[src/rtl/demux8_pkg.sv]
// Shared constants and output-state encoding for the 1-to-8 deserializer.
package demux8_pkg;
  localparam int unsigned SLOTS = 8;
  localparam int unsigned SEL_W = 3;

  typedef enum logic {
    OUT_EMPTY,
    OUT_FULL
  } out_state_e;
endpackage

[src/rtl/slot_counter.sv]
// Slot index counter: wraps 0..SLOTS-1 on accept, loads 1 when a sync bit fills slot 0.
module slot_counter
  import demux8_pkg::*;
(
  input  logic             clk,
  input  logic             rst_n,
  input  logic             en_i,
  input  logic             load_i,
  output logic [SEL_W-1:0] sel_o,
  output logic             last_o
);

  logic [SEL_W-1:0] sel_q, sel_d;

  always_comb begin
    sel_d = sel_q;
    if (en_i) begin
      sel_d = load_i ? SEL_W'(1) : sel_q + 1'b1;
    end
  end

  always_ff @(posedge clk or negedge rst_n) begin
    if (!rst_n) begin
      sel_q <= '0;
    end else begin
      sel_q <= sel_d;
    end
  end

  assign sel_o  = sel_q;
  assign last_o = (sel_q == SEL_W'(SLOTS - 1));

endmodule

[src/rtl/demux1to8_deser.sv]
// Serial-to-8-bit deserializer with sync-based framing and a valid/ready output register.
module demux1to8_deser
  import demux8_pkg::*;
#(
  parameter bit MSB_FIRST = 1'b0
) (
  input  logic             clk,
  input  logic             rst_n,
  input  logic             din,
  input  logic             din_valid,
  output logic             din_ready,
  input  logic             sync,
  output logic [SLOTS-1:0] q,
  output logic             q_valid,
  input  logic             q_ready,
  output logic [SEL_W-1:0] sel,
  output logic             frame_err
);

  out_state_e       state_q;
  logic [SLOTS-1:0] q_q;
  logic             ferr_q;
  // Slot 7 is never stored: the final bit goes straight into the word.
  logic [SLOTS-2:0] asm_q;
  logic [SLOTS-1:0] word_l, word_d;
  logic [SEL_W-1:0] slot;
  logic             last, accept, complete;

  slot_counter u_slot_counter (
    .clk    (clk),
    .rst_n  (rst_n),
    .en_i   (accept),
    .load_i (sync),
    .sel_o  (sel),
    .last_o (last)
  );

  assign din_ready = !(last && (state_q == OUT_FULL) && !q_ready);
  assign accept    = din_valid && din_ready;
  assign complete  = accept && !sync && last;
  assign slot      = sync ? '0 : sel;

  always_comb begin
    word_l = {din, asm_q};
    word_d = word_l;
    if (MSB_FIRST) begin
      for (int unsigned i = 0; i < SLOTS; i++) begin
        word_d[i] = word_l[SLOTS-1-i];
      end
    end
  end

  always_ff @(posedge clk or negedge rst_n) begin
    if (!rst_n) begin
      asm_q <= '0;
    end else if (accept && (slot != SEL_W'(SLOTS - 1))) begin
      asm_q[slot] <= din;
    end
  end

  always_ff @(posedge clk or negedge rst_n) begin
    if (!rst_n) begin
      state_q <= OUT_EMPTY;
      q_q     <= '0;
      ferr_q  <= 1'b0;
    end else begin
      ferr_q <= accept && sync && (sel != '0);
      case (state_q)
        OUT_EMPTY: begin
          if (complete) begin
            q_q     <= word_d;
            state_q <= OUT_FULL;
          end
        end
        OUT_FULL: begin
          if (complete) begin
            q_q <= word_d;
          end else if (q_ready) begin
            state_q <= OUT_EMPTY;
          end
        end
      endcase
    end
  end

  assign q         = q_q;
  assign q_valid   = (state_q == OUT_FULL);
  assign frame_err = ferr_q;

endmodule

[config.mk]
export PLATFORM = sky130hd
export DESIGN_NAME = demux1to8_deser
export DESIGN_NICKNAME = d
export VERILOG_FILES = /design/src/rtl/demux8_pkg.sv /design/src/rtl/slot_counter.sv /design/src/rtl/demux1to8_deser.sv
export SDC_FILE = /design/constraint.sdc
export NUM_CORES = 1
export LEC_CHECK = 0
export ABC_AREA = 1
export ABC_CLOCK_PERIOD_IN_PS = 4850
export CAP_MARGIN = 25
export CORE_UTILIZATION = 53
export DETAILED_ROUTE_END_ITERATION = 6
export GPL_TIMING_DRIVEN = 0
export PLACE_DENSITY = 0.79
export SLEW_MARGIN = 20
export SYNTH_ARGS = -nofsm -noshare
export SYNTH_HDL_FRONTEND = slang
export SYNTH_SLANG_ARGS = --single-unit
[constraint.sdc]
create_clock -name clk -period 4.85 [get_ports clk]
set_clock_uncertainty 0.15 [all_clocks]
set_input_delay 0.97 -clock clk [delete_from_list [all_inputs] [get_ports clk]]
set_output_delay 0.97 -clock clk [all_outputs]
set_load 0.1 [all_outputs]
==> results of run 1 <==
==> cell type report <==
| type | count | area share |
|---|---|---|
| flip-flops and latches | 20 | 0.406 |
| plain buffers | 3 | 0.0223 |
| multi-input cells | 69 | 0.322 |
| well taps | 25 | 0.0254 |
| clock buffers | 4 | 0.0294 |
| inverters | 16 | 0.0487 |
| repair buffers | 18 | 0.146 |
==> final timing paths <==
kind	from	endpoint	depth (start not counted)	slack, ns
max	q_ready	din_ready	4	0.89
min	q[6]$_DFFE_PN0P_	q[6]$_DFFE_PN0P_	2	0.34
max reg2reg	u_slot_counter.sel_o[0]$_DFFE_PN0N_	asm_q[6]$_DFFE_PN0P_	6	3.04
min reg2reg	q[6]$_DFFE_PN0P_	q[6]$_DFFE_PN0P_	2	0.34
max in group asynchronous	rst_n	q[4]$_DFFE_PN0P_	1	2.98
min in group asynchronous	rst_n	q_valid$_DFF_PN0_	1	1.01
==> critical path: cells and delay by family <==
family / cells / cell delay (ns)
buf+inv: 3 / 1.71
simple gates: 1 / 0.15
==> kinds of logic after synthesis <==
family	count (synthesis)	synth area share
flops	20	0.508
compound gates	18	0.135
buf+inv	19	0.0889
fa+ha+maj	3	0.0381
simple gates	48	0.230
==> metal layers <==
layer  wire, µm  global-route usage  part of all wire  up-vias
met5          0                   0                 0        -
met1        878               0.272              0.48      369
met3         50              0.0360             0.027        4
met4         23              0.0727             0.013        0
met2        875               0.336              0.48       17
li1           -                   -                 -      401
==> synthesized netlist by cell type (all sizes together) <==
cell type  instances
nand2             26
dfrtp             20
inv               16
o21ai             13
nand4              8
nand3              7
nor2               7
o21bai             4
buf                3
ha                 3
a211oi             1
==> through the flow <==
| stage | power (W) | std cells | setup slack [ns] |
|---|---|---|---|
| finish | 0.000649 | 155 | 0.893 |
| global placement | 0.000553 | 151 | 0.898 |
| detailed placement | 0.000558 | 151 | 0.891 |
| floorplan | 0.000486 | 108 | 1.43 |
| CTS | 0.000656 | 155 | 0.886 |
| global route | 0.000682 | 155 | 0.860 |
==> state kept, by name, indices dropped and copies added (netlist names) <==
name,count
q,8
u_slot_counter.sel_o,3
frame_err,1
q_valid,1
asm_q,7
==> power by group through the flow <==
stage / clock [W] / sequential, W / combinational (W)
floorplan: 0 / 0.000403 / 0.0000830
global route: 0.000104 / 0.000243 / 0.000335
CTS: 0.000100 / 0.000237 / 0.000318
global placement: 0 / 0.000239 / 0.000314
detailed placement: 0 / 0.000241 / 0.000318
finish: 0.0000966 / 0.000237 / 0.000316
==> flow_summary.yaml, run 1 <==
clocking:
  numCtsBuffers: 3
  cts_root_buf: "clkbuf_4"
  clkLatencyLatePin_ns: 0.30
  postCtsHoldBufs: 0
  htreeDepth: 1
  cts.path.max_buffers: 2
  cts_setup_buffers: 0
  cts_resized: 0
  cts_tree: "built"
  clock-sinks: 20
  clk_pin_slew_ns: 0.10
placed_design:
  port_buffers: 18
  place.gp.congestion: 0.799
  dpl_cell_area_um2: 1200
  dp_hpwl_mm: 1.35
drt:
  drt_wl_total_mm: 1.83
  drc: 0
  dr.pass1.iters: 4
  ant_nets: 0
  wl_per_cell_um: 11.8
  avgViaCountPerCell: 5.10
  dr.first_iter.drc_count: 20
  vias: 791
timing:
  max_freq_mhz: 253
  finalCritPeriodShare: 0.816
  slew-limit-headroom: 0.352
  setup_tns_ns: 0
  tightest_slew_ns: 0.969
  setup_violations: 0
  rsz0062_at_grt: "no"
  min_period_ns: 3.96
  drv_slew: 0
  hold_violations: 0
  whs_ns: 0.341
cells_and_area:
  antennaDiodeCount: 0
  final_common_cell: "nand2_1"
  fin_nets: 140
  mostFrequentLayoutCells: "nand2_1, dfrtp_1, clkdlybuf4s50_1"
  fin_util: 0.714
  fill_cells: 156
  stdcell_area_um2: 1230
  area_growth_pct: 25.2
  multi_input_area_um2: 397
  register_area_um2: 500
  layout-drive-gt1-share: 0.146
synth:
  syn_nets: 117
  synth.largest_area_cell: "dfrtp_1"
  netlist_instances: 108
  synth_top_area_share: 0.508
  yosysWarnings: 0
  synthTopCellsByArea: "dfrtp_1, nand2_1, o21ai_2, inv_1, nand4_1"
  ys_seq_area_frac: 0.508
  ys_types: 16
  synth.cell_area_um2: 985
  ys_ff_latch: 20
  synth.avg_cell_area_um2: 9.12
power:
  power_frac_comb: 0.487
  swShare: 0.480
  powerDensity_nw_per_um2: 527
  vdd_drop_max_mv: 0.322
  p_clk_frac: 0.149
  power.leakage_nw: 0.584
  p_int_w: 0.000338
  power.switching_w: 0.000312
  p_seq_frac: 0.365
critical_path:
  cp.arrival_ns: 2.84
  cp.required_ns: 3.73
  slowest_delay_ns: 1.16
  startpoint_type: "primary input"
  cp_max_fo: 5
  critical_path_class: "primary input to primary output"
  worstPathCellList: "clkdlybuf4s50_1, inv_1, nand3_1, clkdlybuf4s50_1"
  cp_slowest_cell: "clkdlybuf4s50_1"
  cp_common_cell: "clkdlybuf4s50_1"
  end_kind: "primary output"
global_routing:
  grt_pass1_wl_mm: 2.99
  grt-ovfl-total: 0
  antenna_found_initial: 0
  grt_max_degree: 21
  grt_usage: 0.205
  grt_pass1_vias: 684
die:
  io-pin-count: 20
  start_util: 0.570
  dieArea_um2: 2030
  fp.dieW_um: 45.1
  rows: 15
  coreArea_um2: 1730
  die_y_um: 45.1
job:
  maxCapViolCount: 0
status:
  status: "finished clean"
hold_path:
  hp-class: "register to register"
Power figures use the tool's default switching activity.
==> inputs of run 2 (changes only) <==
Settings changed: ABC_CLOCK_PERIOD_IN_PS 4850 to 3400, CORE_UTILIZATION 53 to 44, PLACE_DENSITY 0.79 to 0.7.
Clock period 4.85 ns to 3.4 ns, I/O delays scaled along.
==> flow_summary.yaml, run 2 (synthesized netlist as in run 1, its figures left out) <==
status:
  status: "finished clean"
drt:
  drt_wl_total_mm: 1.85
  wl_per_cell_um: 11.8
  dr.first_iter.drc_count: 7
  drc: 0
  ant_nets: 0
  dr.pass1.iters: 4
  vias: 807
  avgViaCountPerCell: 5.14
die:
  coreArea_um2: 2040
  start_util: 0.482
  rows: 16
  die_y_um: 49.3
  io-pin-count: 20
  fp.dieW_um: 49.3
  dieArea_um2: 2430
cells_and_area:
  largest_reg_flops: 8
  fill_cells: 191
  fin_nets: 140
  fin_util: 0.604
  register_area_um2: 500
  layout-drive-gt1-share: 0.146
  final_common_cell: "nand2_1"
  multi_input_area_um2: 397
  area_growth_pct: 25.3
  mostFrequentLayoutCells: "nand2_1, dfrtp_1, clkdlybuf4s50_1"
  antennaDiodeCount: 0
clocking:
  cts_tree: "built"
  htreeDepth: 1
  postCtsHoldBufs: 0
  numCtsBuffers: 3
  clkLatencyLatePin_ns: 0.30
  cts.path.max_buffers: 2
  cts_resized: 1
  cts_root_buf: "clkbuf_4"
  cts_setup_buffers: 0
  clock-sinks: 20
  clk_pin_slew_ns: 0.11
global_routing:
  grt_pass1_wl_mm: 3.31
  grt-ovfl-total: 0
  grt_pass1_vias: 783
  grt_usage: 0.181
  grt_max_degree: 21
  antenna_found_initial: 0
critical_path:
  startpoint_type: "register"
  r2r_end: "asm_q[2]$_DFFE_PN0P_"
  worstPathCellList: "ha_1, ha_1, nand3_1, dlygate4sd2_1"
  crit_buf_inv: 1
  cp.arrival_ns: 2.32
  ff2ff_path_depth: 6
  end_kind: "primary output"
  cp_slowest_cell: "dlygate4sd2_1"
  critPathTopFamily: "buffers and inverters"
  slowest_delay_ns: 0.88
  cp.required_ns: 2.57
  r2r_start: "u_slot_counter.sel_o[0]$_DFFE_PN0N_"
  cp_max_fo: 7
  critical_path_class: "register to primary output"
  reg2reg_slack_ns: 1.56
  cp_common_cell: "ha_1"
placed_design:
  port_buffers: 18
  place.gp.congestion: 0.797
  dp_hpwl_mm: 1.40
job:
  maxCapViolCount: 0
timing:
  setup_violations: 0
  tightest_slew_ns: 0.973
  slew-limit-headroom: 0.350
  finalCritPeriodShare: 0.927
  setup_tns_ns: 0
  hold_violations: 0
  max_freq_mhz: 317
  drv_slew: 0
  rsz0062_at_grt: "no"
  min_period_ns: 3.15
hold_path:
  worstHoldStart: "asm_q[3]$_DFFE_PN0P_"
  hp-class: "register to register"
  hold-path-endpoint: "asm_q[3]$_DFFE_PN0P_"
  hold_depth: 2
power:
  vdd_drop_max_mv: 0.514
  power.leakage_nw: 0.582
  powerDensity_nw_per_um2: 750
[run 2: tightest hold or removal path: cells and delay by family (launching register included)]
family	cells	cell delay (ns)
flip-flops	1	0.36
AND/OR/NAND/NOR	2	0.10
[run 2: per-layer routing]
metal  track usage  vias to the layer above  routed length (µm)
li1              -                      400                   -
met2         0.299                       20                 900
met5             0                        -                   0
met1         0.223                      383                 860
met3        0.0280                        4                  61
met4         0.103                        0                  31
[run 2: area by class of cell]
| cell class | count | area share |
|---|---|---|
| plain buffers | 3 | 0.0223 |
| clock buffers | 4 | 0.0294 |
| well taps | 27 | 0.0274 |
| inverters | 16 | 0.0487 |
| repair buffers | 18 | 0.145 |
| flip-flops and latches | 20 | 0.406 |
| multi-input cells | 69 | 0.322 |
[run 2: worst max-delay path by stage]
stage	startpoint	end	cells past startpoint
4_1_cts	u_slot_counter.sel_o[0]$_DFFE_PN0N_	din_ready	4
6_report	u_slot_counter.sel_o[0]$_DFFE_PN0N_	din_ready	4
5_1_grt	u_slot_counter.sel_o[0]$_DFFE_PN0N_	din_ready	4
2_1_floorplan	u_slot_counter.sel_o[1]$_DFFE_PN0N_	u_slot_counter.sel_o[0]$_DFFE_PN0N_	5
3_5_place_dp	q_ready	din_ready	4
3_3_place_gp	q_ready	din_ready	4
[run 2: report_power, final]
part / internal [W] / total, W / switching, W
clock: 0.0000653 / 0.000134 / 0.0000691
sequential: 0.000304 / 0.000339 / 0.0000346
combinational: 0.000113 / 0.000452 / 0.000339
[run 2: stage by stage]
stage / setup slack, ns / instance area (µm²) / std cells / power, W / hold slack (ns)
2_1_floorplan: 0.263 / 985 / 108 / 0.000693 / 0.234
3_3_place_gp: 0.0457 / 1200 / 153 / 0.000790 / 0.305
3_5_place_dp: 0.0329 / 1200 / 153 / 0.000799 / 0.311
4_1_cts: 0.224 / 1230 / 157 / 0.000938 / 0.338
5_1_grt: 0.137 / 1230 / 157 / 0.000979 / 0.362
6_report: 0.248 / 1230 / 157 / 0.000925 / 0.338
==> inputs of run 3 (changes only) <==
Settings changed: CTS_CLUSTER_DIAMETER set to 200.
==> results of run 3 <==
Same layout as run 2: the final DEF is identical, and so are final timing and power.
